<file path="config.mk">
export PLATFORM = sky130hd
export DESIGN_NAME = sbus_frame_decoder_flat
export DESIGN_NICKNAME = d
export VERILOG_FILES = /design/src/rtl/sbus_frame_decoder_if.sv /design/src/rtl/sbus_frame_decoder.sv /design/src/flat_wrapper.sv
export SDC_FILE = /design/constraint.sdc
export NUM_CORES = 1
export LEC_CHECK = 0
export ABC_AREA = 1
export CAP_MARGIN = 30
export CORE_ASPECT_RATIO = 1.5
export CORE_MARGIN = 2
export CORE_UTILIZATION = 25
export CTS_CLUSTER_DIAMETER = 50
export DETAILED_ROUTE_END_ITERATION = 12
export GPL_TIMING_DRIVEN = 0
export PLACE_DENSITY_LB_ADDON = 0.15
export SYNTH_ARGS = -nofsm -noshare
export SYNTH_HDL_FRONTEND = slang
export SYNTH_SLANG_ARGS = --single-unit
</file>
<file path="constraint.sdc">
create_clock -name clk -period 5.31 [get_ports clk]
set_input_delay 0.7965 -clock clk [delete_from_list [all_inputs] [get_ports clk]]
set_output_delay 0.7965 -clock clk [all_outputs]
set_load 0.05 [all_outputs]
</file>
<file path="src/rtl/sbus_frame_decoder_if.sv">
// sbus_frame_decoder_if
// Groups the byte stream coming from the S.BUS UART receiver together with
// the decoded frame outputs handed to the servo/PWM and register-map logic.
//   byte_valid/byte_data/byte_pe/byte_fe : receiver -> decoder
//   ch_data, ch17, ch18, frame_lost, failsafe, frame_valid, frame_err,
//   frame_cnt, err_cnt                    : decoder -> consumers
// master = receiver side (drives bytes), slave = the decoder.
interface sbus_frame_decoder_if;
    logic         byte_valid;
    logic [10:0]  byte_data;
    logic         byte_pe;
    logic         byte_fe;

    logic [175:0] ch_data;
    logic         ch17;
    logic         ch18;
    logic         frame_lost;
    logic         failsafe;
    logic         frame_valid;
    logic         frame_err;
    logic [15:0]  frame_cnt;
    logic [15:0]  err_cnt;

    modport master (
        output byte_valid, byte_data, byte_pe, byte_fe,
        input  ch_data, ch17, ch18, frame_lost, failsafe,
               frame_valid, frame_err, frame_cnt, err_cnt
    );

    modport slave (
        input  byte_valid, byte_data, byte_pe, byte_fe,
        output ch_data, ch17, ch18, frame_lost, failsafe,
               frame_valid, frame_err, frame_cnt, err_cnt
    );
endinterface

</file>
<file path="src/rtl/sbus_frame_decoder.sv">
// sbus_frame_decoder
// Assembles 25-byte S.BUS frames (0x0F header, 22 packed data bytes, flags,
// footer) from the UART byte stream and unpacks sixteen 11-bit channels plus
// the digital channels and status flags. Outputs change only on a complete,
// error-free frame, one clock after the footer strobe.
// Ports:
//   clk    system clock
//   reset  synchronous, active-high reset
//   bus    slave side of sbus_frame_decoder_if (byte stream in, frame out)
//
// state  | meaning
// SYNC   | lost alignment; wait for a line-idle gap, discard bytes
// IDLE   | gap observed; waiting for a good 0x0F header
// DATA   | unpacking the 22 channel bytes
// FLAGS  | capturing the flags byte into the shadow register
// FOOTER | checking the footer; commit or abort
module sbus_frame_decoder #(
    parameter int CLK_HZ   = 50_000_000,
    parameter int GAP_US   = 500,
    parameter bit SBUS2_EN = 1'b1
) (
    input  logic                clk,
    input  logic                reset,
    sbus_frame_decoder_if.slave bus
);
    localparam int GAP_CYCLES = CLK_HZ / 1_000_000 * GAP_US;
    localparam int GW         = (GAP_CYCLES < 2) ? 1 : $clog2(GAP_CYCLES + 1);
    localparam int DATA_BYTES = 22;

    typedef enum logic [2:0] {
        SYNC   = 3'd0,
        IDLE   = 3'd1,
        DATA   = 3'd2,
        FLAGS  = 3'd3,
        FOOTER = 3'd4
    } state_t;

    state_t            state;
    state_t            state_nxt;

    logic [GW-1:0]     gap_cnt;
    logic              gap_seen;

    logic [18:0]       acc;
    logic [18:0]       acc_nxt;
    logic [4:0]        bitcnt;
    logic [4:0]        bitcnt_nxt;
    logic [4:0]        idx;
    logic [4:0]        idx_nxt;
    logic [4:0]        bcnt;
    logic [4:0]        bcnt_nxt;

    logic [15:0][10:0] sh_ch;
    logic [3:0]        sh_flags;

    logic              ch_we;
    logic [10:0]       ch_word;
    logic              flags_we;
    logic              commit;
    logic              abort;

    logic              bad;
    logic              footer_ok;
    logic [7:0]        rx_byte;
    logic [18:0]       acc_sum;
    logic [4:0]        cnt_sum;

    // Parity and stop bits are already judged by the receiver (byte_pe/fe).
    wire unused_stop_parity = ^bus.byte_data[10:8];

    assign rx_byte  = bus.byte_data[7:0];
    assign bad      = bus.byte_pe | bus.byte_fe;
    assign gap_seen = (gap_cnt == GW'(GAP_CYCLES));

    // SBUS2 footers are 0x04/0x14/0x24/0x34: low nibble 4, top two bits 0.
    assign footer_ok = (rx_byte == 8'h00) ||
                       (SBUS2_EN && (rx_byte[7:6] == 2'b00) && (rx_byte[3:0] == 4'h4));

    // The accumulator never holds more than 10 pending bits before a byte is
    // merged, so a byte shifted by bitcnt always fits in 19 bits.
    assign acc_sum = acc | (19'(rx_byte) << bitcnt);
    assign cnt_sum = bitcnt + 5'd8;

    always_ff @(posedge clk) begin
        if (reset) begin
            gap_cnt <= '0;
        end else if (bus.byte_valid) begin
            gap_cnt <= '0;
        end else if (!gap_seen) begin
            gap_cnt <= gap_cnt + GW'(1);
        end
    end

    always_ff @(posedge clk) begin
        if (reset) begin
            state <= SYNC;
        end else begin
            state <= state_nxt;
        end
    end

    // A byte strobe always takes priority over gap_seen in the same cycle.
    always_comb begin
        state_nxt  = state;
        acc_nxt    = acc;
        bitcnt_nxt = bitcnt;
        idx_nxt    = idx;
        bcnt_nxt   = bcnt;
        ch_we      = 1'b0;
        ch_word    = acc_sum[10:0];
        flags_we   = 1'b0;
        commit     = 1'b0;
        abort      = 1'b0;

        unique case (state)
            SYNC: begin
                if (!bus.byte_valid && gap_seen) begin
                    state_nxt = IDLE;
                end
            end

            IDLE: begin
                if (bus.byte_valid) begin
                    if (!bad && (rx_byte == 8'h0F)) begin
                        state_nxt  = DATA;
                        acc_nxt    = '0;
                        bitcnt_nxt = '0;
                        idx_nxt    = '0;
                        bcnt_nxt   = '0;
                    end else begin
                        state_nxt = SYNC;
                    end
                end
            end

            DATA: begin
                if (bus.byte_valid) begin
                    if (bad) begin
                        abort     = 1'b1;
                        state_nxt = SYNC;
                    end else begin
                        if (cnt_sum >= 5'd11) begin
                            ch_we      = 1'b1;
                            acc_nxt    = acc_sum >> 11;
                            bitcnt_nxt = cnt_sum - 5'd11;
                            idx_nxt    = idx + 5'd1;
                        end else begin
                            acc_nxt    = acc_sum;
                            bitcnt_nxt = cnt_sum;
                        end
                        bcnt_nxt = bcnt + 5'd1;
                        if (bcnt == 5'(DATA_BYTES - 1)) begin
                            state_nxt = FLAGS;
                        end
                    end
                end else if (gap_seen) begin
                    abort     = 1'b1;
                    state_nxt = IDLE;
                end
            end

            FLAGS: begin
                if (bus.byte_valid) begin
                    if (bad) begin
                        abort     = 1'b1;
                        state_nxt = SYNC;
                    end else begin
                        flags_we  = 1'b1;
                        state_nxt = FOOTER;
                    end
                end else if (gap_seen) begin
                    abort     = 1'b1;
                    state_nxt = IDLE;
                end
            end

            FOOTER: begin
                if (bus.byte_valid) begin
                    if (!bad && footer_ok) begin
                        commit    = 1'b1;
                        state_nxt = IDLE;
                    end else begin
                        abort     = 1'b1;
                        state_nxt = SYNC;
                    end
                end else if (gap_seen) begin
                    abort     = 1'b1;
                    state_nxt = IDLE;
                end
            end

            default: begin
                state_nxt = SYNC;
            end
        endcase
    end

    always_ff @(posedge clk) begin
        if (reset) begin
            acc      <= '0;
            bitcnt   <= '0;
            idx      <= '0;
            bcnt     <= '0;
            sh_ch    <= '0;
            sh_flags <= '0;
        end else begin
            acc    <= acc_nxt;
            bitcnt <= bitcnt_nxt;
            idx    <= idx_nxt;
            bcnt   <= bcnt_nxt;
            if (ch_we) begin
                sh_ch[idx[3:0]] <= ch_word;
            end
            if (flags_we) begin
                sh_flags <= rx_byte[3:0];
            end
        end
    end

    // Visible outputs are only ever loaded from the complete shadow copy.
    always_ff @(posedge clk) begin
        if (reset) begin
            bus.ch_data     <= '0;
            bus.ch17        <= 1'b0;
            bus.ch18        <= 1'b0;
            bus.frame_lost  <= 1'b0;
            bus.failsafe    <= 1'b0;
            bus.frame_valid <= 1'b0;
            bus.frame_err   <= 1'b0;
            bus.frame_cnt   <= '0;
            bus.err_cnt     <= '0;
        end else begin
            bus.frame_valid <= commit;
            bus.frame_err   <= abort;
            if (commit) begin
                bus.ch_data    <= sh_ch;
                bus.ch17       <= sh_flags[0];
                bus.ch18       <= sh_flags[1];
                bus.frame_lost <= sh_flags[2];
                bus.failsafe   <= sh_flags[3];
                bus.frame_cnt  <= bus.frame_cnt + 16'd1;
            end
            if (abort && (bus.err_cnt != 16'hFFFF)) begin
                bus.err_cnt <= bus.err_cnt + 16'd1;
            end
        end
    end
endmodule

</file>
<file path="src/flat_wrapper.sv">
// flat-port wrapper written by rule: the top's interface ports become plain ports
module sbus_frame_decoder_flat 
#(
    parameter int CLK_HZ   = 50_000_000,
    parameter int GAP_US   = 500,
    parameter bit SBUS2_EN = 1'b1
)
  (clk, reset, bus_byte_valid, bus_byte_data, bus_byte_pe, bus_byte_fe, bus_ch_data, bus_ch17, bus_ch18, bus_frame_lost, bus_failsafe, bus_frame_valid, bus_frame_err, bus_frame_cnt, bus_err_cnt);
  sbus_frame_decoder_if bus_i ();
  input  logic clk;
  input  logic reset;
  input wire logic [$bits(bus_i.byte_valid)-1:0] bus_byte_valid;
  input wire logic [$bits(bus_i.byte_data)-1:0] bus_byte_data;
  input wire logic [$bits(bus_i.byte_pe)-1:0] bus_byte_pe;
  input wire logic [$bits(bus_i.byte_fe)-1:0] bus_byte_fe;
  output wire logic [$bits(bus_i.ch_data)-1:0] bus_ch_data;
  output wire logic [$bits(bus_i.ch17)-1:0] bus_ch17;
  output wire logic [$bits(bus_i.ch18)-1:0] bus_ch18;
  output wire logic [$bits(bus_i.frame_lost)-1:0] bus_frame_lost;
  output wire logic [$bits(bus_i.failsafe)-1:0] bus_failsafe;
  output wire logic [$bits(bus_i.frame_valid)-1:0] bus_frame_valid;
  output wire logic [$bits(bus_i.frame_err)-1:0] bus_frame_err;
  output wire logic [$bits(bus_i.frame_cnt)-1:0] bus_frame_cnt;
  output wire logic [$bits(bus_i.err_cnt)-1:0] bus_err_cnt;
  assign bus_i.byte_valid = bus_byte_valid;
  assign bus_i.byte_data = bus_byte_data;
  assign bus_i.byte_pe = bus_byte_pe;
  assign bus_i.byte_fe = bus_byte_fe;
  assign bus_ch_data = bus_i.ch_data;
  assign bus_ch17 = bus_i.ch17;
  assign bus_ch18 = bus_i.ch18;
  assign bus_frame_lost = bus_i.frame_lost;
  assign bus_failsafe = bus_i.failsafe;
  assign bus_frame_valid = bus_i.frame_valid;
  assign bus_frame_err = bus_i.frame_err;
  assign bus_frame_cnt = bus_i.frame_cnt;
  assign bus_err_cnt = bus_i.err_cnt;
  sbus_frame_decoder #(.CLK_HZ(CLK_HZ), .GAP_US(GAP_US), .SBUS2_EN(SBUS2_EN)) u_core (.clk(clk), .reset(reset), .bus(bus_i));
endmodule
</file>
==> impl.org <==
** Route
- For this run, design rule violations remaining after detail routing come to 0.
- For this block, the routed nets add up to 64,570 um of wire.
- After detailed routing, the number of vias per cell comes to ~4.6.
- ANT nets after route :: 0
- In the final routed layout, each cell accounts on average for between 15 and 20 um.
- For this block, the via count after detailed routing is between 15,000 and 20,000.
- 1st-iter DRT viols :: about 790
- The pre-antenna-repair detailed-routing pass consisted of 5 iterations.

** Floorplanning
- Area of the core :: 69,240 um2
- The die is ~220 um wide.
- After floorplanning, the core was divided into about 120 placement rows.
- From bottom edge to top edge, the die measures 328.2 um.
- Initial core utilization :: 0.2529
- In this run the count of I/O pins placed on the die edge is between 200 and 250.
- The die covers about 72,000 um2.

** STA
- Setup violations remaining at the end of the flow were counted as 0.
- Worst hold-check slack :: about 0.46 ns
- At the pin with the least slew margin, the transition time is 0.9388 ns.
- Final hold violation count :: 0
- Worst-case clock skew :: 0.02552 ns
- For the finished layout, the period the worst path requires is approximately 3.2 ns.
- Share of the clock period used by the worst path after layout :: 0.6087
- RSZ-0062 raised after global routing :: false
- Total negative setup slack :: 0 ns
- Static timing analysis puts the maximum clock frequency at 309.4 MHz.
- Setup WS post-layout :: 2.078 ns
- Headroom to the max-slew limit came out at 0.3741.
- The max-slew violation count is 0.

** Setup path
- For the worst setup path, the data required time is between 5 and 6 ns.
- Crit path max fanout :: 10
- The critical path is of the input port to flip-flop type.
- Worst endpoint data arrival time :: 3.78 ns
- Startpoint kind of the worst setup timing path :: input port
- The worst register-to-register path ends at u_core.bus.ch17$_SDFFE_PP0P_.
- Measured in cells, the most critical reg-to-reg path has a length of 9.
- The worst register-to-register path begins at u_core.state[0]$_SDFFE_PP0P_.
- STA classifies the critical path endpoint as a flip-flop.
- The setup check on the worst reg-to-reg path leaves a slack of approximately 2.4 ns.

** Logic synthesis
- Synthesis handed over a netlist of between 2,000 and 2,500 instances.
- Number of warnings reported in the yosys synthesis log :: 0
- Commonest cells in the synthesized netlist :: 652 x sky130_fd_sc_hd__nand2_1, 445 x sky130_fd_sc_hd__dfxtp_1, 442 x sky130_fd_sc_hd__a21oi_1, 199 x sky130_fd_sc_hd__inv_1, 152 x sky130_fd_sc_hd__o21ai_0
- Of the post-synthesis cell area, the dominant cell type holds 0.5087.
- Of the synthesized area, sequential elements account for 0.5087.
- Post-Synthesis Net Count :: approximately 2,400
- Most repeated cell in the gate-level netlist after synthesis :: sky130_fd_sc_hd__nand2_1
- Number of enable-type register cells in the synthesized netlist :: 0
- Summed instance area of the synthesized netlist :: between 15,000 and 20,000 um2
- Of all cell types, the one taking the most synthesized area is sky130_fd_sc_hd__dfxtp_1.
- Yosys mapped the design onto 41 distinct sky130hd cell types.
- Sorting the synthesized cells by area gives the leading types as sky130_fd_sc_hd__dfxtp_1 51%, sky130_fd_sc_hd__nand2_1 14%, sky130_fd_sc_hd__a21oi_1 13%.
- After synthesis, the share of flip-flops with an asynchronous set or reset is 0.
- #FFs+latches synth :: approximately 450
- Predominant post-synthesis flop cell :: sky130_fd_sc_hd__dfxtp_1
- Avg Inst Size Synth :: between 7 and 8 um2

** GRT
- For this run the aggregate overflow at the end of global routing stands at 0.
- After global routing, the most crowded layer is met2.
- Global Route met2 Usage :: 0.3175
- For this run, global-route usage on met3 was measured as 0.03259.
- Fraction of met1 tracks used by global routing :: 0.2093
- First-pass GRT wire length :: roughly 96,000 um
- Number of global-route vias before repair :: between 15,000 and 20,000
- Combined global-route utilization of all metal layers :: 0.1764
- Entering global routing, the biggest net connects 15 pins.
- Antenna violations before repair :: 3

** Finish
- Post-layout net count :: between 2,000 and 3,000
- In the final layout, the share of cells above drive strength 1 is 0.06607.
- Relative to the synthesized area, the layout overhead comes to 29.47%.
- Once layout is complete, the cells apart from fillers number roughly 3,600.

** Clock tree
- Buffers inserted during clock tree synthesis total 51.
- Once the clock tree was built, the setup fixing pass inserted 0 buffers.
- Clock-pin slew was measured on the worst setup and hold paths at 0.06 ns.
- At the later pin of the worst-skew pair, clock insertion delay measures approximately 0.62 ns.
- TritonCTS clock tree :: yes
- Gates resized, CTS repair :: 0
- Number of buffers between clock root and the deepest sink :: 3
- Counting every sink on the clock net gives 445.
- # hold bufs at CTS :: 0
- H-Tree Level Count :: 2
- The root buffer cell chosen for the clock tree is sky130_fd_sc_hd__clkbuf_16.

** Place
- Buffers placed on the I/O ports in this run total 225.
- Dpl cells :: 3,470
- After legalization and detailed placement, the total HPWL measured ~47,000 um.
- At the placement stage, the worst setup path has a slack of roughly 1.3 ns.
- Routability congestion estimate :: approximately 0.89

** Worst hold path
- Number of cells on the worst hold path :: 2
- Hold WC Path Type :: flip-flop to flip-flop
- Min-Delay Startpoint :: u_core.sh_ch[135]$_SDFFE_PP0P_
- The path with the worst hold slack has its endpoint at u_core.bus.ch_data[135]$_SDFFE_PP0P_.

** Job
- Maxcap violations :: 0

** Run status
- Status :: completed

** Power and ir drop
- VDD sags by at most about 270 uV.
- After layout, the design draws a total of approximately 7000 uW.
- Total power density per cell area :: roughly 310 nW/um2
- In this run the static leakage power is between 0.008 and 0.009 uW.
## worst max-delay path: stages
cell                              delay (ns)
sky130_fd_sc_hd__clkdlybuf4s50_1        0.56
sky130_fd_sc_hd__nor2_1                 0.15
sky130_fd_sc_hd__nand2_1                0.07
sky130_fd_sc_hd__nor2_1                 0.15
sky130_fd_sc_hd__nand4_2                0.37
sky130_fd_sc_hd__inv_1                  0.43
sky130_fd_sc_hd__buf_2                  0.44
sky130_fd_sc_hd__buf_2                  0.41
sky130_fd_sc_hd__nand2_1                0.23
sky130_fd_sc_hd__a21oi_1                0.16
## layer usage
layer | up-vias | share of wire
met5 | - | 0
li1 | 8186 | -
met2 | 379 | 0.51
met3 | 99 | 0.052
met1 | 7693 | 0.42
met4 | 0 | 0.027
## cells in the final DEF, fill, tap and decap left out, types with 4 or more instances in the layout
cell type | Yosys | layout
sky130_fd_sc_hd__clkbuf_16 | 0 | 51
sky130_fd_sc_hd__o21ai_0 | 152 | 152
sky130_fd_sc_hd__ha_1 | 12 | 12
sky130_fd_sc_hd__nor2_1 | 68 | 68
sky130_fd_sc_hd__buf_2 | 47 | 47
sky130_fd_sc_hd__o21a_1 | 6 | 6
sky130_fd_sc_hd__clkdlybuf4s50_1 | 0 | 225
sky130_fd_sc_hd__nor3_2 | 7 | 7
sky130_fd_sc_hd__clkinv_2 | 0 | 4
sky130_fd_sc_hd__inv_6 | 0 | 4
sky130_fd_sc_hd__dfxtp_1 | 445 | 445
sky130_fd_sc_hd__xnor2_1 | 7 | 7
sky130_fd_sc_hd__inv_1 | 199 | 199
sky130_fd_sc_hd__o21ai_1 | 12 | 12
sky130_fd_sc_hd__inv_2 | 9 | 9
sky130_fd_sc_hd__clkbuf_1 | 85 | 93
sky130_fd_sc_hd__buf_4 | 9 | 9
sky130_fd_sc_hd__nand2_1 | 652 | 652
sky130_fd_sc_hd__nor3_1 | 22 | 22
sky130_fd_sc_hd__nand3_1 | 89 | 89
sky130_fd_sc_hd__nand3b_1 | 5 | 5
sky130_fd_sc_hd__xor2_1 | 17 | 17
sky130_fd_sc_hd__buf_1 | 7 | 7
sky130_fd_sc_hd__nand4_1 | 24 | 24
sky130_fd_sc_hd__a21oi_1 | 442 | 442
sky130_fd_sc_hd__clkbuf_8 | 0 | 16
## sequential cells by signal, summed over array words and instances, names as in the netlist
register	flops
u_core.bitcnt	5
u_core.bus.err_cnt	16
u_core.sh_ch	176
u_core.idx	4
u_core.bus.failsafe	1
u_core.bus.frame_err	1
u_core.bus.frame_valid	1
u_core.bus.ch_data	176
u_core.bus.frame_cnt	16
u_core.bus.ch18	1
u_core.state	3
u_core.bus.frame_lost	1
u_core.bus.ch17	1
u_core.sh_flags	4
u_core.acc	19
u_core.bcnt	5
u_core.gap_cnt	15
## where the power goes
part / switching [uW] / internal (uW) / leakage (uW)
combinational: 134 / 28.9 / 0.00370
clock: 1530 / 2120 / 0.000859
sequential: 0.925 / 3340 / 0.00358
## how the worst max path moves through the flow
stage                                       startpoint                                  to  depth (start not counted)
floorplan           u_core.bus.err_cnt[0]$_SDFFE_PP0P_  u_core.bus.err_cnt[0]$_SDFFE_PP0P_                          9
global placement                      bus_byte_data[0]        u_core.bus.ch17$_SDFFE_PP0P_                         10
detailed placement                    bus_byte_data[0]        u_core.bus.ch17$_SDFFE_PP0P_                         10
CTS                                   bus_byte_data[0]        u_core.bus.ch17$_SDFFE_PP0P_                         10
global route                          bus_byte_data[0]        u_core.bus.ch17$_SDFFE_PP0P_                         10
finish                                bus_byte_data[0]        u_core.bus.ch17$_SDFFE_PP0P_                         10
## kinds of logic (layout without fill, tap and decap cells)
kind of cell               after synthesis  after routing  share of synthesized area
AOI/OAI and AO/OA                      618            618                     0.1785
xor gates and xnor gates                24             24                    0.01200
adders and majority gates               12             12                   0.008573
buffers and inverters                  359            680                    0.08302
DFF                                    445            445                     0.5087
other                                    0              3                          0
and+or+nand+nor                        885            885                     0.2093
## per-stage QoR
| step | cell area, um2 | util |
|---|---|---|
| 2_1_floorplan | 17510 | - |
| 3_3_place_gp | 20890 | 0.3017 |
| 3_5_place_dp | 20920 | 0.3021 |
| 4_1_cts | 22670 | 0.3273 |
| 5_1_grt | 22670 | 0.3275 |
| 6_report | 22670 | 0.3275 |
## cell type report
cell class / count / area (um2)
diodes: 3 / 7.507
plain buffers: 150 / 664.4
multi-input cells: 1539 / 7151
fillers: 7378 / 46570
clock inverters: 19 / 222.7
well taps: 900 / 1126
inverters: 209 / 789.5
flip-flops and latches: 445 / 8909
clock buffers: 75 / 1526
repair buffers: 227 / 2278
Power figures use the tool's default switching activity.
